===== config.mk =====
export PLATFORM = sky130hd
export DESIGN_NAME = acia_rx
export DESIGN_NICKNAME = d
export VERILOG_FILES = /design/src/rtl/acia_rx.sv
export SDC_FILE = /design/constraint.sdc
export NUM_CORES = 1
export LEC_CHECK = 0
export CAP_MARGIN = 20
export CORE_MARGIN = 5
export CORE_UTILIZATION = 54
export DETAILED_ROUTE_END_ITERATION = 6
export PLACE_DENSITY = 0.78
export SYNTH_ARGS = -nofsm -noshare
export SYNTH_HDL_FRONTEND = slang
export SYNTH_SLANG_ARGS = --single-unit

===== constraint.sdc =====
create_clock -name PHI2 -period 1.68 [get_ports PHI2]
set_input_delay 0.252 -clock PHI2 [delete_from_list [all_inputs] [get_ports PHI2]]
set_output_delay 0.252 -clock PHI2 [all_outputs]
set_load 0.02 [all_outputs]

===== src/rtl/acia_rx.sv =====
// 6551-style ACIA serial receiver: 16x oversampled, 8 data bits LSB-first,
// optional parity, one checked stop bit, single holding register with status flags.
module acia_rx (
  input  logic       PHI2,
  input  logic       RESET,
  input  logic       BCLKEN,
  input  logic       RX,
  input  logic       R_PME,
  input  logic [1:0] R_PMC,
  input  logic       RXREAD,
  output logic [7:0] RXDATA,
  output logic       RXFULL,
  output logic       PERR,
  output logic       FERR,
  output logic       OVRN
);

  typedef enum logic [2:0] {StIdle, StStart, StData, StParity, StStop, StBrk} state_e;

  state_e     state_q, state_d;
  logic       rx_meta_q, rx_s_q;
  logic [3:0] r_clk_q, r_clk_d;
  logic [2:0] r_bitcnt_q, r_bitcnt_d;
  logic [7:0] shift_q, shift_d;
  logic       par_q, par_d;
  logic       perr_int_q, perr_int_d;
  logic [7:0] rxdata_q, rxdata_d;
  logic       rxfull_q, rxfull_d;
  logic       perr_q, perr_d;
  logic       ferr_q, ferr_d;
  logic       ovrn_q, ovrn_d;
  logic       xfer;
  logic       par_exp;

  always_ff @(posedge PHI2) begin
    if (RESET) begin
      rx_meta_q  <= 1'b1;
      rx_s_q     <= 1'b1;
      state_q    <= StIdle;
      r_clk_q    <= '0;
      r_bitcnt_q <= '0;
      shift_q    <= '0;
      par_q      <= 1'b0;
      perr_int_q <= 1'b0;
      rxdata_q   <= '0;
      rxfull_q   <= 1'b0;
      perr_q     <= 1'b0;
      ferr_q     <= 1'b0;
      ovrn_q     <= 1'b0;
    end else begin
      rx_meta_q  <= RX;
      rx_s_q     <= rx_meta_q;
      state_q    <= state_d;
      r_clk_q    <= r_clk_d;
      r_bitcnt_q <= r_bitcnt_d;
      shift_q    <= shift_d;
      par_q      <= par_d;
      perr_int_q <= perr_int_d;
      rxdata_q   <= rxdata_d;
      rxfull_q   <= rxfull_d;
      perr_q     <= perr_d;
      ferr_q     <= ferr_d;
      ovrn_q     <= ovrn_d;
    end
  end

  always_comb begin
    unique case (R_PMC)
      2'b00:   par_exp = ~par_q;
      2'b01:   par_exp = par_q;
      2'b10:   par_exp = 1'b1;
      default: par_exp = 1'b0;
    endcase
  end

  always_comb begin
    state_d    = state_q;
    r_clk_d    = r_clk_q;
    r_bitcnt_d = r_bitcnt_q;
    shift_d    = shift_q;
    par_d      = par_q;
    perr_int_d = perr_int_q;
    xfer       = 1'b0;
    if (BCLKEN) begin
      r_clk_d = r_clk_q + 4'd1;
      unique case (state_q)
        StIdle: begin
          if (!rx_s_q) begin
            r_clk_d = '0;
            state_d = StStart;
          end
        end
        StStart: begin
          // Mid start bit: a high line here means the edge was a glitch.
          if (r_clk_q == 4'd7) begin
            if (rx_s_q) begin
              state_d = StIdle;
            end else begin
              r_clk_d    = '0;
              r_bitcnt_d = '0;
              par_d      = 1'b0;
              perr_int_d = 1'b0;
              state_d    = StData;
            end
          end
        end
        StData: begin
          if (r_clk_q == 4'd15) begin
            shift_d    = {rx_s_q, shift_q[7:1]};
            par_d      = par_q ^ rx_s_q;
            r_bitcnt_d = r_bitcnt_q + 3'd1;
            if (r_bitcnt_q == 3'd7) state_d = R_PME ? StParity : StStop;
          end
        end
        StParity: begin
          if (r_clk_q == 4'd15) begin
            if (rx_s_q != par_exp) perr_int_d = 1'b1;
            state_d = StStop;
          end
        end
        StStop: begin
          if (r_clk_q == 4'd15) begin
            xfer    = 1'b1;
            state_d = rx_s_q ? StIdle : StBrk;
          end
        end
        StBrk: begin
          if (rx_s_q) state_d = StIdle;
        end
        default: state_d = StIdle;
      endcase
    end
  end

  always_comb begin
    rxdata_d = rxdata_q;
    rxfull_d = rxfull_q;
    perr_d   = perr_q;
    ferr_d   = ferr_q;
    ovrn_d   = ovrn_q;
    if (xfer) begin
      // A read in the transfer cycle frees the register for the incoming byte.
      if (!rxfull_q || RXREAD) begin
        rxdata_d = shift_q;
        rxfull_d = 1'b1;
        perr_d   = R_PME & perr_int_q;
        ferr_d   = ~rx_s_q;
        ovrn_d   = 1'b0;
      end else begin
        ovrn_d = 1'b1;
      end
    end else if (RXREAD) begin
      rxfull_d = 1'b0;
      perr_d   = 1'b0;
      ferr_d   = 1'b0;
      ovrn_d   = 1'b0;
    end
  end

  assign RXDATA = rxdata_q;
  assign RXFULL = rxfull_q;
  assign PERR   = perr_q;
  assign FERR   = ferr_q;
  assign OVRN   = ovrn_q;

endmodule


Word level (Yosys, flattened, before mapping)
Cells that the tools add are included.
- bits of input ports: 8
- bits in registers: 34
- word-level logic and storage cells: 91
- $add $sub $neg: 2
- multiplexer cells: 38
- bitwise operators: 4
- eq/ne operators: 21
- reductions and logical operators: 13
- operators with widths (cell ; count):
    two-way mux 3 bit ; 12
    inequality test 2 bit, second input constant ; 9
    one-hot mux 3 bit (6 select lines) ; 1
    two-way mux 1 bit ; 17
    == test 3 bit, second input constant ; 3
    two-way mux 4 bit ; 2
    one-hot mux 4 bit (2 select lines) ; 1
    AND reduction 8 bit ; 1
    == test 3 x 2 -> 1 bit, second input constant ; 2
    one-hot mux 3 bit (2 select lines) ; 1
    AND reduction 6 bit ; 1
    nonzero test 2 bit ; 3
    AND reduction 5 bit ; 1
    adder 4 x 1 -> 4 bit, second input constant ; 1
    == test 4 x 3 -> 1 bit, second input constant ; 1
    == test 4 bit, second input constant ; 1
    one-hot mux 1 bit (2 select lines) ; 2
    AND reduction 2 bit ; 2
    adder 3 x 1 -> 3 bit, second input constant ; 1
    == test 3 x 1 -> 1 bit, second input constant ; 1
    logical NOT 3 bit ; 1
    one-hot mux 1 bit (3 select lines) ; 1
    AND reduction 3 bit ; 1
    == test 2 x 1 -> 1 bit, second input constant ; 1
    other kinds (10) ; 11

Longest topological paths before layout
- depth after elaboration: 6
- mapped depth: 6
- mapped depth without buffers: 6

Worst setup path before layout
No wires, ideal clock.
- path type: flip-flop to flip-flop
- start point: register rx_s_q
- end point: register state_q[0]
- required time: 1.593 ns
- path buffers: 1
- path slack: 0.160 ns
- setup time: 0.087 ns
- clock period less this slack: 1.520 ns
- stages on the path, launching flop included: 6
- arrival time: 1.433 ns
- cell sequence: dfxtp_1 buf_2 or2_1 a31o_1 or4_1 o31ai_1
- longest elaborated chain between the ends: 3
- elaborated cells on any way between the ends: 6
- classes of those cells: eq/ne (2); mux (3); reduce/logical (1)
- ends and longest elaborated chain (what ; line ; text):
    from (decl) ; 21 ; logic rx_meta_q, rx_s_q;
    from (signal assigned) ; 52 ; rx_s_q <= rx_meta_q;
    two-way mux 3 bit ; 124 ; state_d = rx_s_q ? StIdle : StBrk;
    two-way mux 3 bit ; 122 ; if (r_clk_q == 4'd15) begin
    one-hot mux 3 bit (6 select lines) ; 86 ; unique case (state_q)
    to (signal assigned) ; 39 ; state_q <= StIdle;
    to (signal assigned) ; 53 ; state_q <= state_d;
    to (decl) ; 20 ; state_e state_q, state_d;
Parallel ways exist; a longest one is shown, timed or not. The select of a mux whose other input is x is not followed.
A chain may end at the register's enable or synchronous reset.

Final worst setup path
- start point: register rxfull_q (netlist: RXFULL)
- end point: output RXFULL
- RTL lines (what ; line ; text):
    from (decl) ; 28 ; logic rxfull_q, rxfull_d;
    from (signal assigned) ; 60 ; rxfull_q <= rxfull_d;
    to (decl) ; 12 ; output logic RXFULL,
No word-level cell between the ends.

==> PnR_summary.wiki <==
{| class="wikitable"
! Metric !! Value
|-
| Ant diodes || 0
|-
| Count of final setup violators || 0
|-
| Clock share of power || 37.4%
|-
| DR iter-0 viols || 70
|-
| Syn_nets || around 180
|-
| Instance count after placement with tap cells included || about 220
|-
| Width of the die || 63.95 µm
|-
| Number of primary I/O pins || 20
|-
| Leakage power || 0.0007626 µW
|-
| Crit path time final || 1625 ps
|-
| Top cells by area in the synthesized netlist || sky130_fd_sc_hd__dfxtp_1, sky130_fd_sc_hd__mux2i_1, sky130_fd_sc_hd__nor2_1
|-
| Detail-routed via count per cell || 6.013
|-
| DR pass1 iterations || 4
|-
| Maximum single-stage delay on the critical path || 630 ps
|-
| Maximum vdd drop || roughly 0.98 mV
|-
| Largest net degree at the start of global routing || 37
|-
| Register clock-pin slew on the reported worst setup and hold paths || 110 ps
|-
| Sw power || ~550 µW
|-
| Gr usage total || between 15 and 20%
|-
| Number of instances in the synthesized netlist || 170
|-
| Area of the placeable core || 0.002781 mm²
|-
| Max-Slew Margin vs Limit || 73.98%
|-
| Layout Cells excl Fill || 230
|-
| Average wire length per cell after detail routing || about 15 µm
|-
| Setup WS pre-CTS || -17.06 ps
|-
| Total cell area at the placement stage || about 0.0019 mm²
|-
| Fraction of the yosys area taken by sequential cells || a little over two fifths
|-
| Max-cap check violation count || 0
|-
| Startpoint of the worst setup timing path || RXFULL
|-
| Final Net Count || approximately 210
|-
| Netlist area before placement || 0.001572 mm²
|-
| Critical path type || reg -> out
|-
| Filler cells || roughly 210
|-
| Number of cell rows || 19
|-
| Flip-flop and latch count after synthesis || 34
|-
| Maximum level of the CTS H-tree || 2
|-
| Outcome || completed
|-
| Clock Sink Count || 34
|-
| Worst r2r path cells || 6
|-
| Type of element launching the critical path || flop
|-
| Top flip-flop cell by instance count after synthesis || sky130_fd_sc_hd__dfxtp_1
|-
| Layout overhead on the synthesized area || 28.42%
|-
| Endpoint class of the critical path || output pin
|-
| Vias in the first global route || ~1,300
|-
| First-pass GRT wire length || 5865 µm
|-
| Class of the worst hold path || reg -> reg
|-
| Arrival time of data at the critical path endpoint || 1370 ps
|-
| Final Skew || 10.21 ps
|-
| DRT Wirelength || 3519 µm
|-
| Clock tree from TritonCTS || built
|-
| Yosys top cell area share || 43.31%
|-
| Combinational share of power || about 18%
|-
| Number of enable flip-flop cells after synthesis || 0
|-
| Total CTS buffers || 5
|-
| Min-Delay Path Depth || 1
|-
| Via count of the routed design || roughly 1,400
|-
| Top delay family on crit path || buffers and inverters
|-
| Final design instance area without fill || 0.002018 mm²
|-
| Share of the cycle needed by the critical path after routing || 96.74%
|-
| Switching power as a share of total power || 26.91%
|-
| Reg2reg end || state_q[0]
|-
| Part of the power in registers || ~44%
|-
| GPL Wtd Cong || 0.8907
|-
| Yosys warnings || 0
|-
| Max Root-Sink Buffers || 2
|-
| RSZ-0062 raised after global routing || no
|-
| Critical path's slowest cell || sky130_fd_sc_hd__clkdlybuf4s50_1
|-
| Final hold violation count || 0
|-
| Mean instance size in the synthesized netlist || 9.244 µm²
|-
| Share of post-route cells with drive strength above 1 || roughly 17%
|-
| Count of buffer and inverter cells on the critical path || 1
|-
| Area of the die || 0.004089 mm²
|-
| Number of distinct library cells after synthesis || 44
|-
| Cell internal power dissipation || ~1500 µW
|-
| Crit-path max FO || 4
|-
| Half-perimeter wire length of the detailed placement result || 2336 µm
|-
| Leading area contributor after synthesis || sky130_fd_sc_hd__dfxtp_1
|-
| R2R Setup Slk || 60 ps
|-
| Die extent in y || 63.95 µm
|-
| Startpoint of the tightest hold check path || rx_meta_q
|-
| R2R Path Start || r_bitcnt_q[1]
|-
| Remaining global-route overflow || 0
|-
| Synth async-reset ratio || 0%
|-
| Starting utilization of the core area || between 50 and 60%
|-
| Max Freq || 615.3 MHz
|-
| Pins Over Slew Limit || 0
|-
| Pwr dens || 1006 mW/mm²
|-
| Crit path setup slack, layout || roughly 55 ps
|-
| Total power of the final layout || 2031 µW
|-
| Worst Max-Slew Pin Slew || slightly below 400 ps
|-
| Antenna violations before repair || 0
|-
| Buffers inserted during post-CTS setup optimization || 0
|-
| Worst-path cell chain || clkdlybuf4s50_1
|-
| Worst Path Required || 1430 ps
|-
| Worst Hold Endpoint || rx_s_q
|-
| Port Buffers || 19
|-
| CTS Root Cell || sky130_fd_sc_hd__clkbuf_4
|-
| Drc violations || 0
|-
| Remaining antenna violation count || 0
|-
| Clock latency of the later-clocked register in the worst-skew pair || between 300 and 400 ps
|}
worst max-delay path by stage:
| stage | endpoint | slack, ps | cells past startpoint |
|---|---|---|---|
| after global routing | state_q[0] | 0.8 | 6 |
| after global placement | shift_q[6] | 20 | 6 |
| final | RXFULL | 50 | 1 |
| after CTS | state_q[0] | 20 | 6 |
| after floorplan | state_q[0] | 160 | 5 |
| after detailed placement | shift_q[0] | -20 | 6 |
power by group through the flow:
stage                     Clock, µW  Sequential (µW)  Combinational [µW]
after floorplan                   0              871                 268
after global placement            0              911                 340
after detailed placement          0              913                 355
after CTS                       776              895                 358
after global routing            824              910                 403
final                           760              902                 368
Yosys cell counts (2+ instances only):
| master | number |
|---|---|
| sky130_fd_sc_hd__nor2_1 | 21 |
| sky130_fd_sc_hd__a31oi_1 | 3 |
| sky130_fd_sc_hd__o31ai_1 | 2 |
| sky130_fd_sc_hd__xor2_1 | 2 |
| sky130_fd_sc_hd__or2_2 | 2 |
| sky130_fd_sc_hd__nor2b_1 | 3 |
| sky130_fd_sc_hd__nand2_1 | 5 |
| sky130_fd_sc_hd__nand2b_1 | 8 |
| sky130_fd_sc_hd__buf_2 | 6 |
| sky130_fd_sc_hd__mux2i_1 | 18 |
| sky130_fd_sc_hd__nor3_1 | 4 |
| sky130_fd_sc_hd__ha_1 | 3 |
| sky130_fd_sc_hd__nand3_1 | 5 |
| sky130_fd_sc_hd__dfxtp_1 | 34 |
| sky130_fd_sc_hd__o2111ai_1 | 2 |
| sky130_fd_sc_hd__a21oi_1 | 10 |
| sky130_fd_sc_hd__a211oi_1 | 4 |
| sky130_fd_sc_hd__o32ai_1 | 2 |
| sky130_fd_sc_hd__clkbuf_1 | 5 |
| sky130_fd_sc_hd__o21ai_0 | 7 |
cells by family (layout without fill, tap and decap cells):
| kind of cell | count (synthesis) | after routing | synth area share [%] |
|---|---|---|---|
| simple gates | 61 | 61 | 21.18 |
| flops | 34 | 34 | 43.31 |
| compound gates | 38 | 38 | 16.16 |
| xor+xnor | 3 | 3 | 1.672 |
| fa+ha+maj | 3 | 3 | 2.389 |
| mux | 18 | 18 | 11.46 |
| buf+inv | 13 | 42 | 3.822 |
repair_timing:
| item | 4_1_cts | 5_1_grt |
|---|---|---|
| pin swaps | 0 | 1 |
| hold buffers | 0 | 0 |
| gates resized for setup | 2 | 8 |
| endpoints found under the setup margin | 2 | 22 |
| gates cloned | 0 | 0 |
metrics by stage:
stage          util [%]  hold slack, ps  setup TNS, ps
6_report          72.56           421.8              0
5_1_grt           72.56           447.3              0
4_1_cts           71.35           423.3              0
3_5_place_dp      67.39           396.5         -26.87
3_3_place_gp      67.39           390.9              0
2_1_floorplan         -           331.3              0
sequential cells by signal (all words and copies together) (netlist names), 3 cells and up:
| register | flops |
|---|---|
| shift_q | 8 |
| r_clk_q | 4 |
| r_bitcnt_q | 3 |
| RXDATA | 8 |
| state_q | 3 |
cell type report:
cell class	count	area, µm²	share of cell area, %
clock buffers	5	37.54	1.860
multi-input cells	123	865.8	42.90
inverters	1	3.754	0.1860
flip-flops and latches	34	683.2	33.85
well taps	31	38.79	1.922
repair buffers	33	320.3	15.87
clock inverters	3	68.82	3.410
placed cells by master, fill, tap and decap left out, drive strengths merged, types with 2 or more instances in the layout:
cell type       n
or2             3
nand2           5
a211oi          4
nor3            4
o2111ai         2
dfxtp          34
o32ai           2
nor3b           2
nand3           5
bufinv          2
ha              3
xor2            2
nor2           21
mux2i          18
a21oi          10
clkbuf          5
o31ai           2
clkdlybuf4s50  19
o21ai           7
nor2b           3
nand2b          8
a31oi           3
buf            14
layer usage:
layer  vias up  GRT usage, %  share of wire, %
li1        670             -                 -
met1       668         20.09                43
met2        43         29.90                51
met3         2         6.655               5.2
met4         0         7.013              0.54
met5         -             0                 0
(Power assumes the default switching activity.)
